[config.mk]
export PLATFORM = sky130hd
export DESIGN_NAME = tdc_popcount_pipe
export DESIGN_NICKNAME = d
export VERILOG_FILES = /design/src/rtl/tdc_popcount_pipe.sv
export SDC_FILE = /design/constraint.sdc
export NUM_CORES = 1
export LEC_CHECK = 0
export ABC_CLOCK_PERIOD_IN_PS = 6800
export CAP_MARGIN = 20
export CORE_AREA = 2 2 186 188
export CTS_BUF_LIST = sky130_fd_sc_hd__clkbuf_16
export DETAILED_ROUTE_END_ITERATION = 16
export DIE_AREA = 0 0 188 190
export GPL_ROUTABILITY_DRIVEN = 0
export MAX_ROUTING_LAYER = met4
export PLACE_DENSITY_LB_ADDON = 0.05
export SLEW_MARGIN = 20
export SYNTH_ARGS = -nofsm -noshare
export SYNTH_HDL_FRONTEND = slang
export SYNTH_SLANG_ARGS = --single-unit
[constraint.sdc]
create_clock -name iClk -period 6.8 [get_ports iClk]
set_input_delay 0.68 -clock iClk [delete_from_list [all_inputs] [get_ports iClk]]
set_output_delay 0.68 -clock iClk [all_outputs]
set_load 0.02 [all_outputs]
[src/rtl/tdc_popcount_pipe.sv]
// tdc_popcount_pipe: pipelined ones-counter for a TDC thermometer word.
// Stage 0 captures the raw sample, stage 1 counts ones per 6-bit chunk,
// then a registered binary adder tree reduces the chunk counts to one total.
// Optional macro TDC_POPCOUNT_BUBBLE_FILTER_EN adds a 3-bit majority
// bubble filter stage between stage 0 and the chunk counters.
module tdc_popcount_pipe #(
  parameter int WIDTH = 192,
  localparam int OUT_W = $clog2(WIDTH + 1)
) (
  input  logic             iClk,
  input  logic             iRst_n,
  input  logic             iValid,
  input  logic [WIDTH-1:0] iData,
  output logic             oValid,
  output logic [OUT_W-1:0] oCount,
  output logic             oZero,
  output logic             oFull
);

  localparam int NCHUNK = WIDTH / 6;
  localparam int LEVELS = $clog2(NCHUNK);
  localparam int NPAD   = 1 << LEVELS;
`ifdef TDC_POPCOUNT_BUBBLE_FILTER_EN
  localparam int FILT   = 1;
`else
  localparam int FILT   = 0;
`endif
  // Valid chain index k marks the stage whose register holds the sample
  // that arrived k+1 cycles ago; the last entry is oValid.
  localparam int LAT    = 2 + FILT + LEVELS;

  logic [WIDTH-1:0] data_q;
  logic [LAT-1:0]   vld_q;
  logic [WIDTH-1:0] cnt_src;
  logic [2:0]       chunk_d [NPAD];
  logic [OUT_W-1:0] cnt_d;
  logic [OUT_W-1:0] cnt_q;
  logic             zero_q;
  logic             full_q;

  // Stage 0: capture the raw sample every cycle, valid or not.
  always_ff @(posedge iClk or negedge iRst_n) begin
    if (!iRst_n) data_q <= '0;
    else         data_q <= iData;
  end

  // Valid bits march alongside the data, one per pipeline register.
  always_ff @(posedge iClk or negedge iRst_n) begin
    if (!iRst_n) vld_q <= '0;
    else         vld_q <= {vld_q[LAT-2:0], iValid};
  end

`ifdef TDC_POPCOUNT_BUBBLE_FILTER_EN
  logic [WIDTH+1:0] ext;
  logic [WIDTH-1:0] filt_d;
  logic [WIDTH-1:0] filt_q;

  // Below bit 0 the chain is treated as filled, above the top as empty.
  assign ext = {1'b0, data_q, 1'b1};

  // Each bit becomes the majority of itself and its two neighbours.
  always_comb begin
    filt_d = '0;
    for (int i = 0; i < WIDTH; i++) begin
      filt_d[i] = (ext[i] & ext[i+1]) | (ext[i] & ext[i+2]) | (ext[i+1] & ext[i+2]);
    end
  end

  // Filter stage register.
  always_ff @(posedge iClk or negedge iRst_n) begin
    if (!iRst_n) filt_q <= '0;
    else         filt_q <= filt_d;
  end

  assign cnt_src = filt_q;
`else
  assign cnt_src = data_q;
`endif

  // Per-chunk ones count; entries beyond NCHUNK stay zero to fill the tree.
  always_comb begin
    for (int c = 0; c < NPAD; c++) begin
      chunk_d[c] = '0;
    end
    for (int c = 0; c < NCHUNK; c++) begin
      for (int b = 0; b < 6; b++) begin
        chunk_d[c] = chunk_d[c] + {2'b00, cnt_src[6*c+b]};
      end
    end
  end

  // Level 0 holds chunk counts; each further level halves the node count and
  // grows by one bit until the full count width is reached.
  for (genvar l = 0; l < LEVELS; l++) begin : g_lvl
    localparam int W = ((3 + l) < OUT_W) ? (3 + l) : OUT_W;
    localparam int N = NPAD >> l;
    logic [W-1:0] sum_q [N];

    if (l == 0) begin : g_leaf
      // Stage 1: register the chunk counts.
      always_ff @(posedge iClk or negedge iRst_n) begin
        if (!iRst_n) begin
          for (int n = 0; n < N; n++) sum_q[n] <= '0;
        end else begin
          for (int n = 0; n < N; n++) sum_q[n] <= chunk_d[n];
        end
      end
    end else begin : g_node
      // Tree level: add adjacent pairs from the level below.
      always_ff @(posedge iClk or negedge iRst_n) begin
        if (!iRst_n) begin
          for (int n = 0; n < N; n++) sum_q[n] <= '0;
        end else begin
          for (int n = 0; n < N; n++) begin
            sum_q[n] <= W'(g_lvl[l-1].sum_q[2*n]) + W'(g_lvl[l-1].sum_q[2*n+1]);
          end
        end
      end
    end
  end

  assign cnt_d = OUT_W'(g_lvl[LEVELS-1].sum_q[0]) + OUT_W'(g_lvl[LEVELS-1].sum_q[1]);

  // Final level: load count and flags together only for valid samples, so
  // the outputs hold their last result across bubbles.
  always_ff @(posedge iClk or negedge iRst_n) begin
    if (!iRst_n) begin
      cnt_q  <= '0;
      zero_q <= 1'b0;
      full_q <= 1'b0;
    end else if (vld_q[LAT-2]) begin
      cnt_q  <= cnt_d;
      zero_q <= (cnt_d == '0);
      full_q <= (cnt_d == OUT_W'(WIDTH));
    end
  end

  assign oValid = vld_q[LAT-1];
  assign oCount = cnt_q;
  assign oZero  = zero_q;
  assign oFull  = full_q;

endmodule

-- After elaboration in Yosys (flattened, before gate mapping)
Index checks and enable logic that the tools add are counted.
- input port bits: 195
- memory bits (read-only): 0
- register bits after elaboration: 447
- output and inout bits: 11
- latch bits: 0
- logic and storage cells: 260
- bits in writable memories: 0
- memories: 0
- bitwise logic cells: 0
- shift operators: 0
- mux-type cells: 0
- divide/modulo/power cells: 0
- $add $sub $neg: 191
- reduce and logical (&&, ||, !) cells: 1
- $mul: 0
- magnitude comparators: 0
- equal/unequal tests: 1
- operators with widths (kind ; number):
    $add 3x1->3 ; 96
    $add 2x1->3 ; 32
    $add 1x1->2 ; 32
    $add 3x3->4 ; 16
    $add 4x4->5 ; 8
    $add 5x5->6 ; 4
    $add 6x6->7 ; 2
    $add 7x7->8 ; 1
    $eq 8x8->1 const B ; 1
    $logic_not 8->1 ; 1

-- Logic depth before layout (Yosys ltp)
Gate-level depths: netlist (run 1).
- depth in word-level cells: 5
- depth in mapped cells: 8
- gate-level depth less buffers: 8

-- Worst setup path before layout (run 1)
Ideal clock, no wire load.
- path type: register to register
- start point: reg data_q[156] (netlist: cnt_src[156])
- end point: reg g_lvl[0].sum_q[16] (netlist bit)
- cell stages (with the launch flop): 9
- setup time: 114 ps
- arrival time: 2066 ps
- buffers on the path: 0
- period minus slack after synthesis: 2180 ps
- path slack: 4620 ps
- required time: 6686 ps
- cells stage by stage: dfrtp_1 > fa_1 > inv_1 > fa_1 > inv_1 > ha_1 > inv_1 > fa_1 > inv_1
- RTL lines (what ; RTL line ; source):
    from (decl) ; 32 ; logic [WIDTH-1:0] data_q;
    from (signal assigned) ; 44 ; else data_q <= iData;
    to (decl) ; 97 ; logic [W-1:0] sum_q [N];

==> results by group, run 1 <==
Outcome
  • Outcome: finished, final reports clean

Synth
  • Synth Register Bits: 447
  • Post-synth top area share: roughly three fifths
  • Area of the mapped netlist: approximately 0.018 mm²
  • Post-synthesis sequential area ratio: between 60 and 70%
  • EDFF count, synth: 0
  • Synth Flop Type: dfrtp_1
  • Synth Net Count: about 1.7k
  • Syn Area/Cell: about 15 µm²
  • Synth cell count leaders: dfrtp_1, inv_1, ha_1
  • Yosys cell types: 36
  • Cell taking the most area after synthesis: dfrtp_1
  • Post-synthesis cell count: 1254
  • Synth area leaders: dfrtp_1, fa_1, ha_1
  • Synth Warn #: 0
  • Async S/R FF share, synth: 100%
  • Most frequent cell after synthesis: dfrtp_1

Clock network
  • CTS buffer count: 47
  • H-tree depth: 2
  • CTS max path bufs: 3
  • Post-CTS sizing: 0
  • Skew-Pair Late Insertion Delay: 0.54 ns
  • # hold bufs at CTS: 0
  • CTS tree: done
  • Setup bufs post-CTS: 0
  • Clk sinks: ~450
  • Reg clk slew, reported paths: around 0.060 ns
  • Root buffer cell: clkbuf_16

Worst setup path
  • Arrival @ worst endpoint: ~2.7 ns
  • Crit start category: register
  • Crit path max fanout: 1
  • Setup crit end kind: register
  • Critical path class: reg2reg
  • Required time of the critical path: 7.23 ns

Global routing
  • Initial antenna violation count: 0
  • Total track usage: between 15 and 20%
  • Vias in the first global route: about 9.7k
  • Largest net degree at the start of global routing: 174
  • First-pass GRT wire length: 44400 µm
  • Overflow after GRT: 0

Routing
  • Post-route DRC: 0
  • ANT nets after route: 0
  • Vias/cell: 4.48
  • Detailed-router iteration count before antenna repair: 4
  • Detailed Route Iter0 Violations: approximately 370
  • Via count: between 8k and 9k
  • WL per Instance: ~13 µm
  • WL final: 25100 µm

Final layout
  • Ant. Diodes: 0
  • Nets: around 2.0k
  • Area grow syn2layout: 22.3%
  • Layout cells sized above 1: under 10%

STA
  • Tmin final: around 2.3 ns
  • Clock skew: between 0.015 and 0.02 ns
  • Max-Slew Margin vs Limit: roughly two fifths
  • Worst-Margin Slew: approximately 0.89 ns
  • Achievable Freq: roughly 440 MHz
  • Min Hold Slack: about 0.17 ns
  • Setup TNS Final: 0 ns
  • Final setup fails: 0
  • RSZ-0062 raised after global routing: no
  • Final Hold Fails: 0
  • Period utilization: between 30% and 40%
  • Max-slew violations: 0

Floorplan
  • # IOs: around 200
  • Row count: a little under 70
  • Die W: approximately 190 µm
  • Die Height: ~190 µm
  • Initial Util: roughly 54%
  • Full die area: about 0.036 mm²
  • Core area: roughly 0.034 mm²

Hold path
  • Hold Path Class: in2async

Placed design
  • PortBufs: between 200 and 250
  • HPWL Detailed: around 18000 µm

Power
  • Max VDD drop: approximately 0.24 mV
  • Tot Pwr: 8.82 mW
  • Power per cell area: 393 mW/mm²
  • Pleak: approximately 11 nW

Run
  • Max-cap violations: 0
[worst paths after layout]
check                                  start            endpoint  cells after the start  slack (ns)
min in group iClk                   vld_q[4]            vld_q[5]                      0        0.35
worst min-delay path                  iRst_n        cnt_src[182]                      1        0.17
worst max-delay path            cnt_src[150]  g_lvl[0].sum_q[19]                      8        4.54
worst min register to register      vld_q[4]            vld_q[5]                      0        0.35
max in group asynchronous             iRst_n        cnt_src[119]                      2        5.20
worst max register to register  cnt_src[150]  g_lvl[0].sum_q[19]                      8        4.54
[metrics by stage]
stage / instances / setup WS [ns] / util (%) / instance area (µm²)
after floorplan: 1254 / 4.62 / - / 18400
after global placement: 1915 / 4.59 / 61.9 / 21000
after detailed placement: 1915 / 4.53 / 61.9 / 21000
after CTS: 1996 / 4.53 / 66.1 / 22400
after global routing: 1996 / 4.43 / 66.1 / 22400
final: 1996 / 4.54 / 66.1 / 22400
[state kept, by name (all words and copies together), names as in the netlist]
register,flops
oZero,1
oCount,8
cnt_src,192
oFull,1
g_lvl.sum_q,238
vld_q,7
[routing by layer]
layer	vias up	part of all wire, %	routed length (µm)	GRT usage, %
li1	4307	-	-	-
met3	45	4.3	1070	3.12
met2	157	50	12600	25.6
met4	0	2.1	535	4.33
met1	4443	43	10900	20.8
met5	-	0	0	-
[layout make-up]
| cell class | count | area, µm² |
|---|---|---|
| flip-flops and latches | 447 | 11200 |
| multi-input cells | 496 | 6000 |
| clock inverters | 34 | 246 |
| fillers | 2440 | 11500 |
| clock buffers | 47 | 1180 |
| well taps | 455 | 569 |
| repair buffers | 207 | 2100 |
| inverters | 310 | 1160 |
[worst max-delay path: stages (launching register included)]
cell and delay, ns:
dfrtp_1 0.39, fa_1 0.54, inv_1 0.05, fa_1 0.43
inv_1 0.07, ha_1 0.13, inv_1 0.05, fa_1 0.48
inv_1 0.04
[cells by family (layout without fill, tap and decap cells)]
| family | after synthesis | in the layout | synth area share (%) |
|---|---|---|---|
| DFF | 447 | 447 | 61.0 |
| buffers and inverters | 311 | 598 | 6.36 |
| AOI/OAI and AO/OA | 109 | 109 | 3.93 |
| and+or+nand+nor | 48 | 48 | 1.63 |
| muxes | 6 | 6 | 0.355 |
| xor gates and xnor gates | 55 | 55 | 2.62 |
| adders and majority gates | 278 | 278 | 24.1 |
[cell usage in the layout, fill, tap and decap left out, types with 2 or more instances in the layout]
cell / Yosys / final
o21ai_0: 16 / 16
clkinv_2: 0 / 7
nand2b_1: 16 / 16
o21bai_1: 2 / 2
ha_1: 151 / 151
clkinv_1: 0 / 11
nand2_1: 2 / 2
inv_1: 310 / 321
xor2_1: 7 / 7
bufinv_16: 0 / 4
clkdlybuf4s50_1: 0 / 204
o21ai_1: 2 / 2
nor2b_1: 14 / 14
mux2_2: 4 / 4
buf_12: 0 / 2
mux2i_1: 2 / 2
a21o_1: 54 / 54
nand3_1: 3 / 3
a21oi_1: 26 / 26
nor2_1: 5 / 5
clkbuf_16: 0 / 47
fa_1: 127 / 127
xnor2_1: 48 / 48
dfrtp_1: 447 / 447
[report_power, final]
| group | leakage, nW | internal [mW] | switching, mW |
|---|---|---|---|
| combinational | 5.34 | 1.41 | 1.37 |
| sequential | 5.28 | 3.38 | 0.303 |
| clock | 0.743 | 1.39 | 0.958 |
| total | 11.4 | 6.19 | 2.63 |
(Power assumes the default switching activity.)
==> run 2, diff against run 1 <==
--- a/config.mk
+++ b/config.mk
@@ -5,12 +5,12 @@
 export SDC_FILE = /design/constraint.sdc
 export NUM_CORES = 1
 export LEC_CHECK = 0
-export ABC_CLOCK_PERIOD_IN_PS = 6800
+export ABC_CLOCK_PERIOD_IN_PS = 2000
 export CAP_MARGIN = 20
-export CORE_AREA = 2 2 186 188
+export CORE_AREA = 2 2 193 195
 export CTS_BUF_LIST = sky130_fd_sc_hd__clkbuf_16
 export DETAILED_ROUTE_END_ITERATION = 16
-export DIE_AREA = 0 0 188 190
+export DIE_AREA = 0 0 195 197
 export GPL_ROUTABILITY_DRIVEN = 0
 export MAX_ROUTING_LAYER = met4
 export PLACE_DENSITY_LB_ADDON = 0.05
==> constraint.sdc (replaced) <==
create_clock -name iClk -period 2 [get_ports iClk]
set_input_delay 0.2 -clock iClk [delete_from_list [all_inputs] [get_ports iClk]]
set_output_delay 0.2 -clock iClk [all_outputs]
set_load 0.02 [all_outputs]
==> results by group, run 2 (synthesized netlist as in run 1, its figures left out) <==
Power
  • Gate power share: a little under a third
  • Internal power: ~22 mW
  • Clock power frac: 28.9%
  • P_sw: slightly above 9 mW
  • Power per cell area: roughly 1400 mW/mm²
  • Sequential share of power: 40.2%
  • Tot Pwr: about 31 mW
  • Sw frac: 29.5%
  • Max VDD drop: 0.707 mV
  • Pleak: 11.5 nW

STA
  • Worst-Margin Slew: between 0.4 and 0.5 ns
  • Max-Slew Margin vs Limit: between 60 and 70%
  • Max-slew violations: 0
  • Min Hold Slack: 0.0639 ns
  • Tmin final: between 2 and 2.5 ns
  • RSZ-0062 raised after global routing: yes
  • Period utilization: 116%
  • Setup TNS Final: -10.18 ns
  • Clock skew: between 0.015 and 0.02 ns
  • Final worst slack: -0.315 ns
  • Final setup fails: 64
  • Final Hold Fails: 0
  • Achievable Freq: between 400 and 500 MHz

Global routing
  • Initial antenna violation count: 0
  • Total track usage: 15.6%
  • First-pass GRT wire length: roughly 47000 µm
  • Overflow after GRT: 0
  • Vias in the first global route: 10.1k
  • Largest net degree at the start of global routing: between 60 and 70

Routing
  • Via count: approximately 9k
  • ANT nets after route: 0
  • WL final: between 20000 and 30000 µm
  • Detailed Route Iter0 Violations: 215
  • WL per Instance: 13.1 µm
  • Post-route DRC: 0
  • Vias/cell: ~4.5
  • Detailed-router iteration count before antenna repair: 6

Worst setup path
  • Bufs and invs on worst path: 4
  • Slowest CP cell: fa_1
  • Crit path max-delay family: adder cells
  • Reg2reg end: g_lvl[0].sum_q[4]
  • Max incr delay on CP: approximately 0.55 ns
  • CP cell instances: fa_1, inv_2, fa_1, inv_1, ha_2, inv_2, fa_2, inv_1
  • R2R cell count: 8
  • Crit path to: g_lvl[0].sum_q[4]
  • CP Depth: 8
  • Critical path class: reg2reg
  • Setup crit end kind: register
  • Arrival @ worst endpoint: roughly 2.8 ns
  • Crit path max fanout: 1
  • Crit start category: register
  • Crit. Startpoint: cnt_src[180]
  • Worst r2r src: cnt_src[180]
  • Required time of the critical path: about 2.5 ns
  • R2R Setup Slk: -0.31 ns

Final layout
  • Final non-filler cell area: ~0.023 mm²
  • Nets: 1999
  • Non-Filler Instances: about 2.0k
  • Layout cells sized above 1: a little over a tenth
  • Area grow syn2layout: 25.3%
  • Commonest cells after routing, fill and taps aside: dfrtp_1, inv_1, clkdlybuf4s50_1, ha_1, fa_1
  • Largest register FFs: ~240
  • Largest register by flop count: g_lvl.sum_q
  • Ant. Diodes: 0
  • Most common cell after layout, fill and taps aside: dfrtp_1

Floorplan
  • # IOs: just over 200
  • Row count: 70
  • Full die area: roughly 0.038 mm²
  • Die Height: 197 µm
  • Core area: about 0.036 mm²
  • Die W: just under 200 µm
  • Initial Util: about half

Outcome
  • Failing checks: setup timing
  • Outcome: finished with violations

Placed design
  • HPWL Detailed: between 15000 and 20000 µm
  • Placed cell areas: between 0.02 and 0.025 mm²
  • DP Cell Count: between 1.5k and 2k
  • PortBufs: between 200 and 250

Clock network
  • Root buffer cell: clkbuf_16
  • Setup bufs post-CTS: 0
  • Reg clk slew, reported paths: around 0.060 ns
  • CTS buffer count: between 40 and 50
  • CTS tree: done
  • Skew-Pair Late Insertion Delay: between 0.5 and 0.6 ns
  • CTS max path bufs: 3
  • H-tree depth: 2
  • Clk sinks: roughly 450

Hold path
  • Depth of the worst hold-timing path: 1
  • Hold Path Class: in2reg

Run
  • Max-cap violations: 0
## run 2: layout make-up
cell class                 count  area, µm²
fill                        2822      13300
sequential                   447      11200
multi-input combinational    496       6150
timing repair buffer         222       2260
clock buffer                  51       1280
inverter                     310       1160
tap                          468        586
clock inverter                38        373
## run 2: timing repair
item	4_1_cts	5_1_grt
cloned	0	0
endpoints found under the hold margin	292	0
hold buffers	1	0
pin swaps	10	7
endpoints found under the setup margin	66	66
resized for setup	5	28
## run 2: stage by stage
stage	worst slack, ns	utilization, %
finish	-0.315	63.4
global placement	-0.222	58.7
detailed placement	-0.277	58.7
floorplan	-0.180	-
global route	-0.391	63.4
CTS	-0.268	63.3
## run 2: worst min-delay path by stage
stage / from / to / slack [ns]
global route: iData[48] / cnt_src[48] / 0.04
global placement: iRst_n / cnt_src[183] / 0.17
detailed placement: iRst_n / cnt_src[183] / 0.17
CTS: iData[43] / cnt_src[43] / 0.03
floorplan: iRst_n / cnt_src[0] / -0.1
finish: iData[56] / cnt_src[56] / 0.06
## run 2: per-layer routing
| metal | vias to the layer above | wire (µm) | GRT usage, % |
|---|---|---|---|
| met5 | - | 0 | - |
| met1 | 4519 | 11300 | 19.5 |
| met4 | 0 | 694 | 6.22 |
| met3 | 53 | 1140 | 2.96 |
| met2 | 155 | 13600 | 25.5 |
| li1 | 4348 | - | - |
## run 2: power by group through the flow
stage | clock network [mW] | logic (mW) | registers [mW]
3_3_place_gp | 0 | 9.54 | 12.7
4_1_cts | 9.37 | 9.90 | 12.6
3_5_place_dp | 0 | 9.79 | 12.8
5_1_grt | 9.74 | 11.4 | 12.8
2_1_floorplan | 0 | 7.16 | 12.5
6_report | 9.05 | 9.68 | 12.6
==> run 3, diff against run 2 <==
--- a/config.mk
+++ b/config.mk
@@ -7,10 +7,10 @@
 export LEC_CHECK = 0
 export ABC_CLOCK_PERIOD_IN_PS = 2000
 export CAP_MARGIN = 20
-export CORE_AREA = 2 2 193 195
+export CORE_AREA = 2 2 251 253
 export CTS_BUF_LIST = sky130_fd_sc_hd__clkbuf_16
 export DETAILED_ROUTE_END_ITERATION = 16
-export DIE_AREA = 0 0 195 197
+export DIE_AREA = 0 0 253 255
 export GPL_ROUTABILITY_DRIVEN = 0
 export MAX_ROUTING_LAYER = met4
 export PLACE_DENSITY_LB_ADDON = 0.05
==> results by group, run 3 (synthesized netlist as in run 1, its figures left out) <==
Power
  • Gate power share: 32.0%
  • Sw frac: between 30% and 40%
  • Internal power: around 22 mW
  • Sequential share of power: 39.4%
  • P_sw: 9.80 mW
  • Power per cell area: roughly 1300 mW/mm²
  • Max VDD drop: roughly 0.62 mV
  • Clock power frac: between 20% and 30%
  • Pleak: ~12 nW

Floorplan
  • Initial Util: 29.5%
  • # IOs: approximately 210
  • Die W: 253 µm
  • Die Height: around 260 µm
  • Full die area: about 0.065 mm²
  • Core area: 0.0622 mm²
  • Row count: between 90 and 100

Routing
  • Vias/cell: a little under 4
  • WL per Instance: 12.8 µm
  • ANT nets after route: 0
  • Via count: just over 9k
  • Post-route DRC: 0
  • WL final: roughly 31000 µm
  • Detailed Route Iter0 Violations: between 300 and 400
  • Detailed-router iteration count before antenna repair: 4

Final layout
  • Largest register FFs: ~240
  • Fill cells: between 5k and 6k
  • Area grow syn2layout: 30.2%
  • Ant. Diodes: 0
  • Most common cell after layout, fill and taps aside: dfrtp_1
  • Largest register by flop count: g_lvl.sum_q
  • Nets: approximately 2.1k
  • Layout cells sized above 1: 9.78%
  • Commonest cells after routing, fill and taps aside: dfrtp_1, inv_1, clkdlybuf4s50_1, ha_1, fa_1
  • Final non-filler cell area: between 0.02 and 0.025 mm²

Outcome
  • Failing checks: setup timing
  • Outcome: finished with violations

Clock network
  • Root buffer cell: clkbuf_16
  • Reg clk slew, reported paths: about 0.060 ns
  • H-tree depth: 2
  • Skew-Pair Late Insertion Delay: a little under 0.6 ns
  • Clk sinks: between 400 and 500
  • CTS buffer count: 54
  • CTS max path bufs: 3
  • CTS tree: done

Global routing
  • Total track usage: between 10% and 20%
  • Overflow after GRT: 0
  • Initial antenna violation count: 1
  • Largest net degree at the start of global routing: 73
  • Vias in the first global route: 10.6k
  • First-pass GRT wire length: 52500 µm

STA
  • Max-slew violations: 0
  • Setup TNS Final: -9.83 ns
  • Final Hold Fails: 0
  • RSZ-0062 raised after global routing: yes
  • Final setup fails: 65
  • Achievable Freq: roughly 440 MHz
  • Period utilization: 114%
  • Max-Slew Margin vs Limit: 72.7%
  • Clock skew: roughly 0.019 ns
  • Min Hold Slack: roughly 0.055 ns
  • Final worst slack: -0.287 ns
  • Worst-Margin Slew: just over 0.4 ns
  • Tmin final: around 2.3 ns

Hold path
  • Hold Path Class: in2reg

Worst setup path
  • Crit start category: register
  • CP cell instances: fa_1, inv_1, fa_1, inv_1, ha_2, inv_2, fa_2, inv_2
  • Setup crit end kind: register
  • Crit path max fanout: 1
  • Required time of the critical path: between 2 and 2.5 ns
  • Max incr delay on CP: about 0.53 ns
  • Critical path class: reg2reg
  • Slowest CP cell: fa_1
  • Arrival @ worst endpoint: ~2.8 ns

Placed design
  • Post-Place Setup Slack: -0.266 ns
  • HPWL Detailed: 22600 µm
  • PortBufs: slightly above 200
  • Placed cell areas: about 0.022 mm²

Run
  • Max-cap violations: 0
run 3: final timing paths:
| check | start | end | slack (ns) | cells past startpoint |
|---|---|---|---|---|
| max | cnt_src[6] | g_lvl[0].sum_q[91] | -0.29 | 8 |
| min | iData[149] | cnt_src[149] | 0.06 | 1 |
| max reg2reg | cnt_src[6] | g_lvl[0].sum_q[91] | -0.29 | 8 |
| min reg2reg | vld_q[4] | vld_q[5] | 0.35 | 0 |
| max in group asynchronous | iRst_n | g_lvl[0].sum_q[57] | 1.08 | 4 |
| min in group asynchronous | iRst_n | cnt_src[91] | 0.10 | 2 |
run 3: repair_timing:
action / 4_1_cts / 5_1_grt
hold buffers: 47 / 0
hold endpoints to repair: 404 / 0
endpoints found under the setup margin: 67 / 66
pin swaps: 13 / 9
resized for setup: 10 / 17
setup buffers: 1 / 0
run 3: metal layers:
metal / GRT usage, % / part of all wire, % / vias to the layer above
met5: - / 0 / -
met4: 4.09 / 2.8 / 0
met3: 2.33 / 4.4 / 60
met2: 17.6 / 51 / 147
met1: 12.8 / 42 / 4605
li1: - / - / 4466
run 3: cell type report:
type	instances	area (µm²)	area share, %
Sequential cell	447	11200	46.8
Multi-Input combinational cell	496	6160	25.8
Timing Repair Buffer	271	2750	11.5
Clock buffer	55	1380	5.76
Inverter	310	1160	4.87
Tap cell	799	1000	4.18
Clock inverter	37	259	1.08
run 3: through the flow:
| stage | std cells | util [%] | power, mW |
|---|---|---|---|
| after CTS | 2415 | 38.4 | 32.9 |
| after global placement | 2275 | 34.9 | 23.0 |
| after global routing | 2415 | 38.4 | 34.9 |
| after floorplan | 1254 | - | 19.6 |
| after detailed placement | 2275 | 34.9 | 23.0 |
| final | 2415 | 38.4 | 31.9 |
run 3: power groups by stage:
stage / Sequential [mW] / Combinational [mW] / Clock (mW)
after global routing: 12.9 / 12.1 / 9.98
after detailed placement: 12.8 / 10.2 / 0
after global placement: 12.8 / 10.2 / 0
final: 12.6 / 10.2 / 9.12
after floorplan: 12.5 / 7.16 / 0
after CTS: 12.7 / 10.6 / 9.62
run 3: worst max-delay path, delay by kind of cell, from the launching register on:
family | cells | cell delay, ns
DFF | 1 | 0.38
adders and majority gates | 4 | 1.63
buffers and inverters | 4 | 0.19
